==> src/rtl/mmio_access_unit_pkg.sv <==
// mmio_access_unit_pkg: physical IO memory map, register selects and timer types for the MMIO target
package mmio_access_unit_pkg;
  localparam int PHY_RAW_W = 30;
  localparam logic [PHY_RAW_W-1:0] PHY_TIMER_LO = 30'h0_0000;
  localparam logic [PHY_RAW_W-1:0] PHY_TIMER_HI = 30'h0_0004;
  localparam logic [PHY_RAW_W-1:0] PHY_CMP_LO = 30'h0_0008;
  localparam logic [PHY_RAW_W-1:0] PHY_CMP_HI = 30'h0_000C;
  localparam logic [PHY_RAW_W-1:0] PHY_SERIAL = 30'h0_2000;
  typedef logic [63:0] TimerPath;
  typedef struct packed {
    logic isUncachable;
    logic isIO;
    logic [PHY_RAW_W-1:0] raw;
  } PhyAddrPath;
  typedef enum logic [2:0] {TIMER_LO, TIMER_HI, CMP_LO, CMP_HI, SERIAL, NONE} MmioRegSel;
  function automatic MmioRegSel decode_sel(input logic is_io, input logic [PHY_RAW_W-1:0] raw);
    return !is_io ? NONE :
           raw == PHY_TIMER_LO ? TIMER_LO :
           raw == PHY_TIMER_HI ? TIMER_HI :
           raw == PHY_CMP_LO ? CMP_LO :
           raw == PHY_CMP_HI ? CMP_HI :
           raw == PHY_SERIAL ? SERIAL : NONE;
  endfunction
endpackage

==> src/rtl/mmio_access_unit_serial_out_fifo.sv <==
// serial_out_fifo: circular byte FIFO with read/write pointers and occupancy count
module serial_out_fifo #(
  parameter int DEPTH = 4
) (
  input  logic clk,
  input  logic rst,
  input  logic push,
  input  logic pop,
  input  logic [7:0] push_data,
  output logic [$clog2(DEPTH):0] count,
  output logic [7:0] head
);
  localparam int AW = $clog2(DEPTH);
  logic [DEPTH-1:0][7:0] mem;
  logic [AW-1:0] rd_ptr, wr_ptr;
  always_ff @(posedge clk or posedge rst) begin
    if (rst) begin
      mem <= '0;
      rd_ptr <= '0;
      wr_ptr <= '0;
      count <= '0;
    end else begin
      if (push) mem[wr_ptr] <= push_data;
      wr_ptr <= push ? wr_ptr + AW'(1) : wr_ptr;
      rd_ptr <= pop ? rd_ptr + AW'(1) : rd_ptr;
      count <= count + (AW+1)'(push) - (AW+1)'(pop);
    end
  end
  assign head = count != '0 ? mem[rd_ptr] : 8'h00;
endmodule

==> src/rtl/mmio_access_unit.sv <==
// mmio_access_unit: IO target for the machine timer/compare registers and the serial output FIFO
module mmio_access_unit
  import mmio_access_unit_pkg::*;
#(
  parameter int SERIAL_FIFO_DEPTH = 4,
  parameter int TIMER_PRESCALE = 1
) (
  input  logic clk,
  input  logic rst,
  input  logic reqValid,
  output logic reqReady,
  input  logic reqIsWrite,
  input  logic [31:0] reqAddr,
  input  logic [31:0] reqWriteData,
  output logic rspValid,
  output logic [31:0] rspData,
  output logic rspError,
  output logic serialValid,
  output logic [7:0] serialData,
  input  logic serialReady,
  output logic timerInterrupt
);
  localparam int CW = $clog2(SERIAL_FIFO_DEPTH) + 1;
  localparam int PW = TIMER_PRESCALE > 1 ? $clog2(TIMER_PRESCALE) : 1;
  PhyAddrPath addr;
  MmioRegSel sel;
  logic unused_uncachable;
  logic [CW-1:0] count;
  logic accept, wr, push, pop, tick;
  logic [PW-1:0] prescale;
  TimerPath mtime, mtimecmp, mtime_inc, mtime_nxt, cmp_nxt;
  logic [31:0] rd_data;
  assign addr = reqAddr;
  assign unused_uncachable = addr.isUncachable;
  assign sel = decode_sel(addr.isIO, addr.raw);
  // Full check uses the registered count so a same-cycle pop never opens the gate early
  assign reqReady = !(reqIsWrite && sel == SERIAL && count == CW'(SERIAL_FIFO_DEPTH));
  assign accept = reqValid && reqReady;
  assign wr = accept && reqIsWrite;
  assign push = wr && sel == SERIAL;
  assign serialValid = count != '0;
  assign pop = serialValid && serialReady;
  assign tick = prescale == PW'(TIMER_PRESCALE - 1);
  assign mtime_inc = tick ? mtime + 64'd1 : mtime;
  // A half-write replaces the increment; the untouched half stays at its pre-increment value
  assign mtime_nxt = wr && sel == TIMER_LO ? {mtime[63:32], reqWriteData} :
                     wr && sel == TIMER_HI ? {reqWriteData, mtime[31:0]} : mtime_inc;
  assign cmp_nxt = wr && sel == CMP_LO ? {mtimecmp[63:32], reqWriteData} :
                   wr && sel == CMP_HI ? {reqWriteData, mtimecmp[31:0]} : mtimecmp;
  assign rd_data = reqIsWrite ? 32'h0 :
                   sel == TIMER_LO ? mtime[31:0] :
                   sel == TIMER_HI ? mtime[63:32] :
                   sel == CMP_LO ? mtimecmp[31:0] :
                   sel == CMP_HI ? mtimecmp[63:32] :
                   sel == SERIAL ? {24'h0, 8'(count)} : 32'h0;
  serial_out_fifo #(.DEPTH(SERIAL_FIFO_DEPTH)) u_fifo (
    .clk(clk),
    .rst(rst),
    .push(push),
    .pop(pop),
    .push_data(reqWriteData[7:0]),
    .count(count),
    .head(serialData)
  );
  always_ff @(posedge clk or posedge rst) begin
    if (rst) begin
      rspValid <= 1'b0;
      rspData <= '0;
      rspError <= 1'b0;
      timerInterrupt <= 1'b0;
      mtime <= '0;
      mtimecmp <= '1;
      prescale <= '0;
    end else begin
      rspValid <= accept;
      rspData <= accept ? rd_data : 32'h0;
      rspError <= accept && sel == NONE;
      timerInterrupt <= mtime_nxt >= cmp_nxt;
      mtime <= mtime_nxt;
      mtimecmp <= cmp_nxt;
      prescale <= tick ? '0 : prescale + PW'(1);
    end
  end
endmodule

==> config.mk <==
export PLATFORM = sky130hd
export DESIGN_NAME = mmio_access_unit
export DESIGN_NICKNAME = d
export VERILOG_FILES = /design/src/rtl/mmio_access_unit_pkg.sv /design/src/rtl/mmio_access_unit_serial_out_fifo.sv /design/src/rtl/mmio_access_unit.sv
export SDC_FILE = /design/constraint.sdc
export NUM_CORES = 1
export LEC_CHECK = 0
export CAP_MARGIN = 0
export CORE_MARGIN = 2
export CORE_UTILIZATION = 63
export DETAILED_ROUTE_END_ITERATION = 7
export PLACE_DENSITY = 0.95
export REMOVE_ABC_BUFFERS = 1
export SLEW_MARGIN = 0
export SYNTH_ARGS = -nofsm -noshare
export SYNTH_HDL_FRONTEND = slang
export SYNTH_SLANG_ARGS = --single-unit
==> constraint.sdc <==
create_clock -name clk -period 10.3 [get_ports clk]
set_input_delay 1.545 -clock clk [delete_from_list [all_inputs] [get_ports clk]]
set_output_delay 1.545 -clock clk [all_outputs]
set_load 0.05 [all_outputs]
==> Word level (Yosys, flattened, before mapping) <==
Cells that the tools add are included.
{ "word_totals": {"wordCells": 75, "register_bits": 203} }
{ "classes": {"mux": 25, "n_reduce_logical": 16, "eq_ne": 10, "order_cmp": 4, "n_addsub": 6} }
{ "ops": {"columns": ["cell", "n"], "rows": [
  ["$mux 64", 5],
  ["$mux 32", 6],
  ["$add 64x1->64 const B", 1],
  ["$ge 64x64->1", 1],
  ["$eq 30x4->1 const B", 2],
  ["$bwmux 32", 1],
  ["$eq 30x14->1 const B", 1],
  ["$eq 30x3->1 const B", 1],
  ["$logic_not 30->1", 1],
  ["$mux 8", 3],
  ["$mux 3", 6],
  ["$bmux 8 s2", 1],
  ["$demux 8 s2", 1],
  ["$logic_and 1x1->1", 12],
  ["$eq 3x3->1 const B", 3],
  ["$eq 3x2->1 const B", 2],
  ["$lt 2x3->1 const B", 2],
  ["$add 2x1->2 const B", 2],
  ["$add 3x1->3", 1],
  ["$eq 3x1->1 const B", 1],
  ["$logic_not 3->1", 1],
  ["$reduce_bool 3->1", 1],
  ["$sub 3x1->3", 1],
  ["$ge 2x1->1 const B", 1],
  ["other kinds (3)", 4]
]} }

==> Longest topological paths before layout <==
Gate-level depths: netlist of the first run.
{ "logic_depth": {"word_depth": 17, "ltp_mapped": 17} }

==> Modules after synthesis <==
Synthesis of the first run repeated with hierarchy kept, for this count alone.
{ "hier_totals": {"hier_cells": 1121, "hier_area_um2": 11591.1} }
{ "by_module_without_submodules": {"columns": ["module", "area_per_inst_um2", "n_inst", "seq_area_each_um2", "cells_each"], "rows": [
  ["mmio_access_unit", 9798.1, 1, 4159.0, 1004],
  ["serial_out_fifo", 1793.0, 1, 975.9, 117]
]} }

==> Worst setup path after synthesis of the first run <==
No wires, ideal clock.
{ "synth_timing": {"path_kind": "input-to-reg", "from": "in reqAddr[22]", "to": "reg timerInterrupt", "setup_ps": 128, "arrival_time_ps": 4749, "path_buffers": 2, "setup_slack_ps": 5424, "cell_stages": 15, "cell_sequence": "nor4_1 > nand4_1 > or4_1 > clkbuf_1 > nor4_2 > clkbuf_1 > nand2_1 > o21ai_0 > ha_1 > a21oi_1 > o21ai_0 > a221oi_1 > o21ai_0 > o2111ai_1 > nand3_1"} }
{ "synth_between": {"elab_chain_len": 17, "elab_cells_between_ends": 30, "cone_classes": "order compare: 1; eq/ne: 8; mux: 10; reduce/logical: 11"} }
{ "synth_rtl": {"columns": ["element", "line", "text"], "rows": [
  ["start: declaration", "mmio_access_unit.sv:13", "input logic [31:0] reqAddr,"],
  ["$eq 30x14->1", "mmio_access_unit_pkg.sv:22", "raw == PHY_SERIAL ? SERIAL : NONE;"],
  ["$mux 1", "mmio_access_unit_pkg.sv:22", null],
  ["$mux 3", "mmio_access_unit_pkg.sv:21", "raw == PHY_CMP_HI ? CMP_HI :"],
  ["$mux 3", "mmio_access_unit_pkg.sv:20", "raw == PHY_CMP_LO ? CMP_LO :"],
  ["$mux 3", "mmio_access_unit_pkg.sv:19", "raw == PHY_TIMER_HI ? TIMER_HI :"],
  ["$mux 3 (*)", "mmio_access_unit_pkg.sv:18", "raw == PHY_TIMER_LO ? TIMER_LO :"],
  ["$mux 3 (*)", "mmio_access_unit_pkg.sv:17", "return !is_io ? NONE :"],
  ["$eq 3x3->1", "mmio_access_unit.sv:37", "assign reqReady = !(reqIsWrite && sel == SERIAL && count == CW'(SERIAL_FIFO_DEPTH));"],
  ["$logic_and 1x1->1 (2 in series)", "mmio_access_unit.sv:37", null],
  ["$logic_not 1->1", "mmio_access_unit.sv:37", null],
  ["$logic_and 1x1->1", "mmio_access_unit.sv:38", "assign accept = reqValid && reqReady;"],
  ["$logic_and 1x1->1", "mmio_access_unit.sv:39", "assign wr = accept && reqIsWrite;"],
  ["$logic_and 1x1->1", "mmio_access_unit.sv:47", "wr && sel == TIMER_HI ? {reqWriteData, mtime[31:0]} : mtime_inc;"],
  ["$mux 64", "mmio_access_unit.sv:47", null],
  ["$mux 64 (*)", "mmio_access_unit.sv:46", "assign mtime_nxt = wr && sel == TIMER_LO ? {mtime[63:32], reqWriteData} :"],
  ["net mtime_nxt[15]", "mmio_access_unit.sv:31", "TimerPath mtime, mtimecmp, mtime_inc, mtime_nxt, cmp_nxt;"],
  ["$ge 64x64->1 (*)", "mmio_access_unit.sv:78", "timerInterrupt <= mtime_nxt >= cmp_nxt;"],
  ["end signal: assignment", "mmio_access_unit.sv:78", null],
  ["end: declaration", "mmio_access_unit.sv:21", "output logic timerInterrupt"]
]} }
Mark *: on every way through the listed nets, which the timed path passes. The rest lies on a longest branch.
A chain may end at the register's enable or synchronous reset.

==> Worst setup path after layout of the first run <==
{ "layout_timing": {"from": "in reqAddr[23]", "to": "reg timerInterrupt"} }
{ "layout_between": {"elab_chain_len": 17, "elab_cells_between_ends": 30, "cone_classes": "order compare: 1; eq/ne: 8; mux: 10; reduce/logical: 11"} }
{ "layout_rtl": {"columns": ["element", "line"], "rows": [
  ["$eq 30x14->1", "mmio_access_unit_pkg.sv:22"],
  ["$mux 1", "mmio_access_unit_pkg.sv:22"],
  ["$mux 3", "mmio_access_unit_pkg.sv:21"],
  ["$mux 3", "mmio_access_unit_pkg.sv:20"],
  ["$mux 3", "mmio_access_unit_pkg.sv:19"],
  ["$mux 3 (*)", "mmio_access_unit_pkg.sv:18"],
  ["$mux 3 (*)", "mmio_access_unit_pkg.sv:17"],
  ["$eq 3x3->1", "mmio_access_unit.sv:37"],
  ["$logic_and 1x1->1 (2 in series)", "mmio_access_unit.sv:37"],
  ["$logic_not 1->1", "mmio_access_unit.sv:37"],
  ["$logic_and 1x1->1", "mmio_access_unit.sv:38"],
  ["$logic_and 1x1->1", "mmio_access_unit.sv:39"],
  ["$logic_and 1x1->1, on equally long branches", "mmio_access_unit.sv:47, mmio_access_unit.sv:49"],
  ["$mux 64, on equally long branches", "mmio_access_unit.sv:47, mmio_access_unit.sv:49"],
  ["$mux 64, on equally long branches", "mmio_access_unit.sv:46, mmio_access_unit.sv:48"],
  ["$ge 64x64->1 (*)", "mmio_access_unit.sv:78"]
]} }
Every way passes the cells marked *; elsewhere a longest branch is shown, timed or not.

==> out/results.ini, run 1 <==
[logic_synthesis]
ys_seq_area_share_pct=40.99
synth_top_area_cell=dfrtp_1
yosysUniqueCellTypes=67
synth.ff_latch_count=202
netlist_instances=1203
synth-async-reset-ratio_pct=100.0
yosysTopAreaCellShare_pct=27.57
syn_area_um2=12530
yosys_warnings=0
synth_area_leaders=dfrtp_1, dfstp_2, mux2_2, mux2i_1, ha_1
ys.flop_type=dfrtp_1
avgSynthCellArea_um2=10.41
synth-edff-count=0

[sta]
rsz0062_at_grt=no
finClkSkew_ps=9.595
worst_slew_pin_slew_ps=1210
finalSetupViolCount=0
max_freq_mhz=142.2
slew_violations=0
holdWs_ps=503.1
finalCritPeriodShare_pct=68.25
hold_viol_final=0
fin_crit_ps=7030
relSlewSlack_pct=19.34

[placed_design]
gp_congestion=0.9976
port_buffers=112
hpwl_um=24220

[pwr]
power_mw=1.738
p_leak_nw=5.762
swShare_pct=24.67
ir_drop_v=0.0001433
power_frac_seq_pct=48.0
switching_power_mw=0.4289
clock_power_share_pct=44.2
internal_power_mw=1.310
pwr_density_cell_nw_per_um2=119.6
power_frac_comb_pct=7.8

[setup_path]
critPathKind=input port to flip-flop
cp_num_buf_inv=2
cp_max_fo=41
critPathArrivalTime_ps=7460
required_ps=10730
path_cells=clkdlybuf4s50_1 -> nor4_1 -> nand3_1 -> nor3_1 -> nand3_2 -> nor3_2 -> buf_4 -> mux2i_1 -> ha_1 -> nand4_1 -> nor4_1 -> nand2_1 -> o21ai_0 -> o2111ai_1 -> nand3_1
worst_path_max_delay_cell=nand3_2
endpoint_kind=flip-flop
cpPeakStageDelay_ps=890
crit_family=simple AND/OR/NAND/NOR gates
cp-start-kind=input port

[cts]
numCtsBuffers=23
path_clk_slew_ps=60
insertion_delay_ps=520
cts.sinks=202
clock_path_buffers=3
cts_tree=done
h-tree-depth=1
cts-root-buf=clkbuf_16
cts_setup_buffers=0
cts_hold_buffers=0
cts_resized=0

[drt]
wl_per_cell_um=23.80
wirelength_um=37110
first_pass_iters=8
vias_per_cell=7.132
drc_errors=7
drtIter0Drc=1535
ant_nets=0
vias=11120

[die]
die-area_um2=21030
ios=114
std_cell_rows=51
core_area_um2=19460
fp.dieH_um=145.0
die_w_um=145.0
initial_core_util_pct=64.36

[hold_path]
hold_path_class=flip-flop to flip-flop

[finish]
final_common_cell=dfrtp_1
seq_area_um2=5135
layout_common_cells=dfrtp_1, clkdlybuf4s50_1, mux2i_1, mux2_2, nor2_1
n_fill_cell=1211
diodes=0
drive_above_1_share_pct=18.78
multi_input_area_um2=7030
syn2layout_area_growth_pct=16.00
nNetsFinal=1418

[global_routing]
grt_max_degree=133
grt.overflow.total=0
track_usage_pct=34.52
grt_pass1_wl_um=58940
grt_pass1_vias=11160
antenna_found_initial=0

[status]
violations=design-rule violations
status=complete, but fails checks

[job]
drv_cap=0

## power by group through the flow
stage / registers [mW] / clock network [mW] / logic, mW
2_1_floorplan: 0.840 / 0 / 0.0691
3_3_place_gp: 0.846 / 0 / 0.128
3_5_place_dp: 0.847 / 0 / 0.133
4_1_cts: 0.834 / 0.775 / 0.135
5_1_grt: 0.837 / 0.803 / 0.145
6_report: 0.834 / 0.768 / 0.136
## through the flow
stage	cells	instance area, um2	util (%)	setup WS (ps)	TNS, ps
final	1559	14530	74.66	3270	0
after global routing	1559	14530	74.66	3172	0
after CTS	1559	14530	74.66	3624	0
after detailed placement	1517	13830	71.07	3159	0
after global placement	1517	13830	71.07	3294	0
after floorplan	1123	12210	-	-3889	-184370
## synthesized netlist by cell type, drive strengths merged, types with 16 or more instances
| cell | n |
|---|---|
| dfstp | 64 |
| clkbuf | 58 |
| dfrtp | 138 |
| and3 | 17 |
| ha | 71 |
| nor4 | 23 |
| and2 | 16 |
| o22ai | 31 |
| mux2i | 102 |
| mux2 | 96 |
| o21ai | 60 |
| a21oi | 56 |
| inv | 21 |
| nand3 | 35 |
| nand4 | 43 |
| nand2 | 72 |
| nor3 | 20 |
| o211a | 27 |
| xnor2 | 24 |
| nor2 | 73 |
| buf | 22 |
## flip-flops by register name (all words and copies together), names as in the netlist
| signal | cells |
|---|---|
| u_fifo.mem | 32 |
| rspData | 32 |
| timerInterrupt | 1 |
| u_fifo.wr_ptr | 2 |
| u_fifo.rd_ptr | 2 |
| u_fifo.count | 3 |
| rspError | 1 |
| mtimecmp | 64 |
| mtime | 64 |
| rspValid | 1 |
## per-layer routing
metal  routed length [um]  share of wire [%]  track usage, %
met5                    0                  0               0
met3                 4251                 11           7.673
met4                 2248                6.1           18.37
met1                13550                 37           44.18
met2                17060                 46           55.02
## cell type report
cell class | count | share of cell area (%)
Inverter | 21 | 0.5942
Tap cell | 265 | 2.282
Timing Repair Buffer | 129 | 8.594
Sequential cell | 202 | 35.34
Clock buffer | 36 | 4.572
Multi-Input combinational cell | 900 | 48.39
Clock inverter | 6 | 0.2325
## cell families after synthesis
kind of cell               Yosys count  share of synthesized area (%)
AOI/OAI and AO/OA                  257                          14.04
xor gates and xnor gates            36                          2.517
adders and majority gates           72                          7.252
buffers and inverters              101                          3.187
DFF                                202                          40.99
muxes                              206                          18.22
and+or+nand+nor                    329                          13.78
## worst paths after layout
path,from,endpoint,slack [ps],depth (start not counted)
setup / recovery,reqAddr[23],timerInterrupt$_DFF_PP0_,3270,15
hold / removal,u_fifo.mem[13]$_DFFE_PP0P_,u_fifo.mem[13]$_DFFE_PP0P_,500,1
setup reg to reg,mtime[4]$_DFF_PP0_,timerInterrupt$_DFF_PP0_,5030,13
hold reg to reg,u_fifo.mem[13]$_DFFE_PP0P_,u_fifo.mem[13]$_DFFE_PP0P_,500,1
max in group asynchronous,rst,mtime[11]$_DFF_PP0_,7210,3
min in group asynchronous,rst,mtime[60]$_DFF_PP0_,1640,2
No activity file was read; power rests on OpenSTA's default activity.
==> inputs of run 2 (changes only) <==
CORE_UTILIZATION = 59   (was 63)
PLACE_DENSITY = 0.92   (was 0.95)
clock period = 7.3 ns   (was 10.3 ns; I/O delays follow)
==> out/results.ini, run 2 (synthesis gave the netlist of run 1 again) <==
[pwr]
swShare_pct=24.06
switching_power_mw=0.6320
clock_power_share_pct=47.9
internal_power_mw=1.995
pwr_density_cell_nw_per_um2=178.3
ir_drop_v=0.0002025
p_leak_nw=5.847
power_frac_comb_pct=7.2
power_frac_seq_pct=44.8

[die]
std_cell_rows=53
initial_core_util_pct=59.77
core_area_um2=20960
fp.dieH_um=149.7
die-area_um2=22410
ios=114
die_w_um=149.7

[sta]
rsz0062_at_grt=no
fin_crit_ps=5952
max_freq_mhz=168.0
holdWs_ps=506.8
worst_slew_pin_slew_ps=1165
finalCritPeriodShare_pct=81.53
worst_slack_ps=1348
finalSetupViolCount=0
hold_viol_final=0
relSlewSlack_pct=21.74
slew_violations=0
fin_tns_setup_ps=0
finClkSkew_ps=19.70

[cts]
clock_path_buffers=3
cts_resized=0
cts_hold_buffers=0
path_clk_slew_ps=60
insertion_delay_ps=520
cts.sinks=202
cts_setup_buffers=0
cts-root-buf=clkbuf_16
cts_tree=done
h-tree-depth=1
numCtsBuffers=23

[setup_path]
critPathArrivalTime_ps=6400
required_ps=7740
cp-start-kind=input port
endpoint_kind=flip-flop
cp_max_fo=12
critPathKind=input port to flip-flop

[finish]
n_fill_cell=1501
drive_above_1_share_pct=19.71
final_common_cell=dfrtp_1
nNetsFinal=1424
largestRegisters=mtime: 64 flops, mtimecmp: 64 flops
layout_common_cells=dfrtp_1, clkdlybuf4s50_1, mux2i_1, mux2_2, nor2_1
diodes=0
fin_area_um2=14740
syn2layout_area_growth_pct=17.65

[global_routing]
grt_max_degree=142
grt.overflow.total=0
track_usage_pct=33.65
grt_pass1_wl_um=59620
antenna_found_initial=0
grt_pass1_vias=11430

[hold_path]
hold_path_class=flip-flop to flip-flop

[drt]
first_pass_iters=6
ant_nets=0
wl_per_cell_um=23.67
wirelength_um=37250
vias=10910
vias_per_cell=6.932
drc_errors=0
drtIter0Drc=1143

[status]
status=finished, final reports clean

[placed_design]
gp_congestion=0.9695
post_dp_cell_area_um2=13910
hpwl_um=24600
place_ws_ps=1157
port_buffers=112

[job]
drv_cap=0

==> run 2: final timing paths <==
path | start | to | slack [ps] | cells after the start
worst max-delay path | reqAddr[2] | timerInterrupt$_DFF_PP0_ | 1350 | 13
worst min-delay path | u_fifo.mem[10]$_DFFE_PP0P_ | u_fifo.mem[10]$_DFFE_PP0P_ | 510 | 1
worst max register to register | mtime[3]$_DFF_PP0_ | timerInterrupt$_DFF_PP0_ | 2070 | 13
worst min register to register | u_fifo.mem[10]$_DFFE_PP0P_ | u_fifo.mem[10]$_DFFE_PP0P_ | 510 | 1
max in group asynchronous | rst | rspData[5]$_DFF_PP0_ | 4710 | 3
min in group asynchronous | rst | rspData[28]$_DFF_PP0_ | 1200 | 2
==> run 2: final cells by class <==
class	instances	area, um2	area share [%]
Sequential cell	202	5135	34.84
Tap cell	275	344.1	2.335
Multi-Input combinational cell	900	7025	47.67
Clock buffer	28	644.4	4.373
Clock inverter	13	182.7	1.240
Timing Repair Buffer	135	1319	8.949
Inverter	21	86.33	0.5858
==> run 2: stage by stage <==
| stage | utilization, % | std cells | power, mW |
|---|---|---|---|
| 2_1_floorplan | - | 1123 | 1.283 |
| 3_3_place_gp | 66.38 | 1533 | 1.375 |
| 3_5_place_dp | 66.38 | 1533 | 1.385 |
| 4_1_cts | 70.32 | 1574 | 2.632 |
| 5_1_grt | 70.32 | 1574 | 2.700 |
| 6_report | 70.32 | 1574 | 2.627 |
==> run 2: layer usage <==
layer | part of all wire (%) | routed length (um) | global-route usage [%] | up-vias
met1 | 37 | 13910 | 42.91 | 5271
li1 | - | - | - | 4718
met4 | 5.4 | 2017 | 17.64 | 0
met5 | 0 | 0 | 0 | -
met3 | 10 | 3849 | 6.677 | 192
met2 | 47 | 17480 | 54.47 | 730
==> run 2: critical path: stages <==
cell,delay [ps]
clkdlybuf4s50_1,1080
nor2b_1,220
and4_1,270
a21oi_1,590
nand4_1,590
a21oi_1,400
ha_1,210
nand4_1,220
nor4_1,840
nand2_1,100
o21ai_0,430
o2111ai_1,190
nand3_1,150
==> run 2: power by group through the flow <==
stage	Sequential (mW)	Combinational, mW	Clock [mW]
floorplan	1.19	0.0975	0
global placement	1.19	0.181	0
detailed placement	1.20	0.190	0
CTS	1.18	0.190	1.26
global route	1.18	0.205	1.31
finish	1.18	0.190	1.26
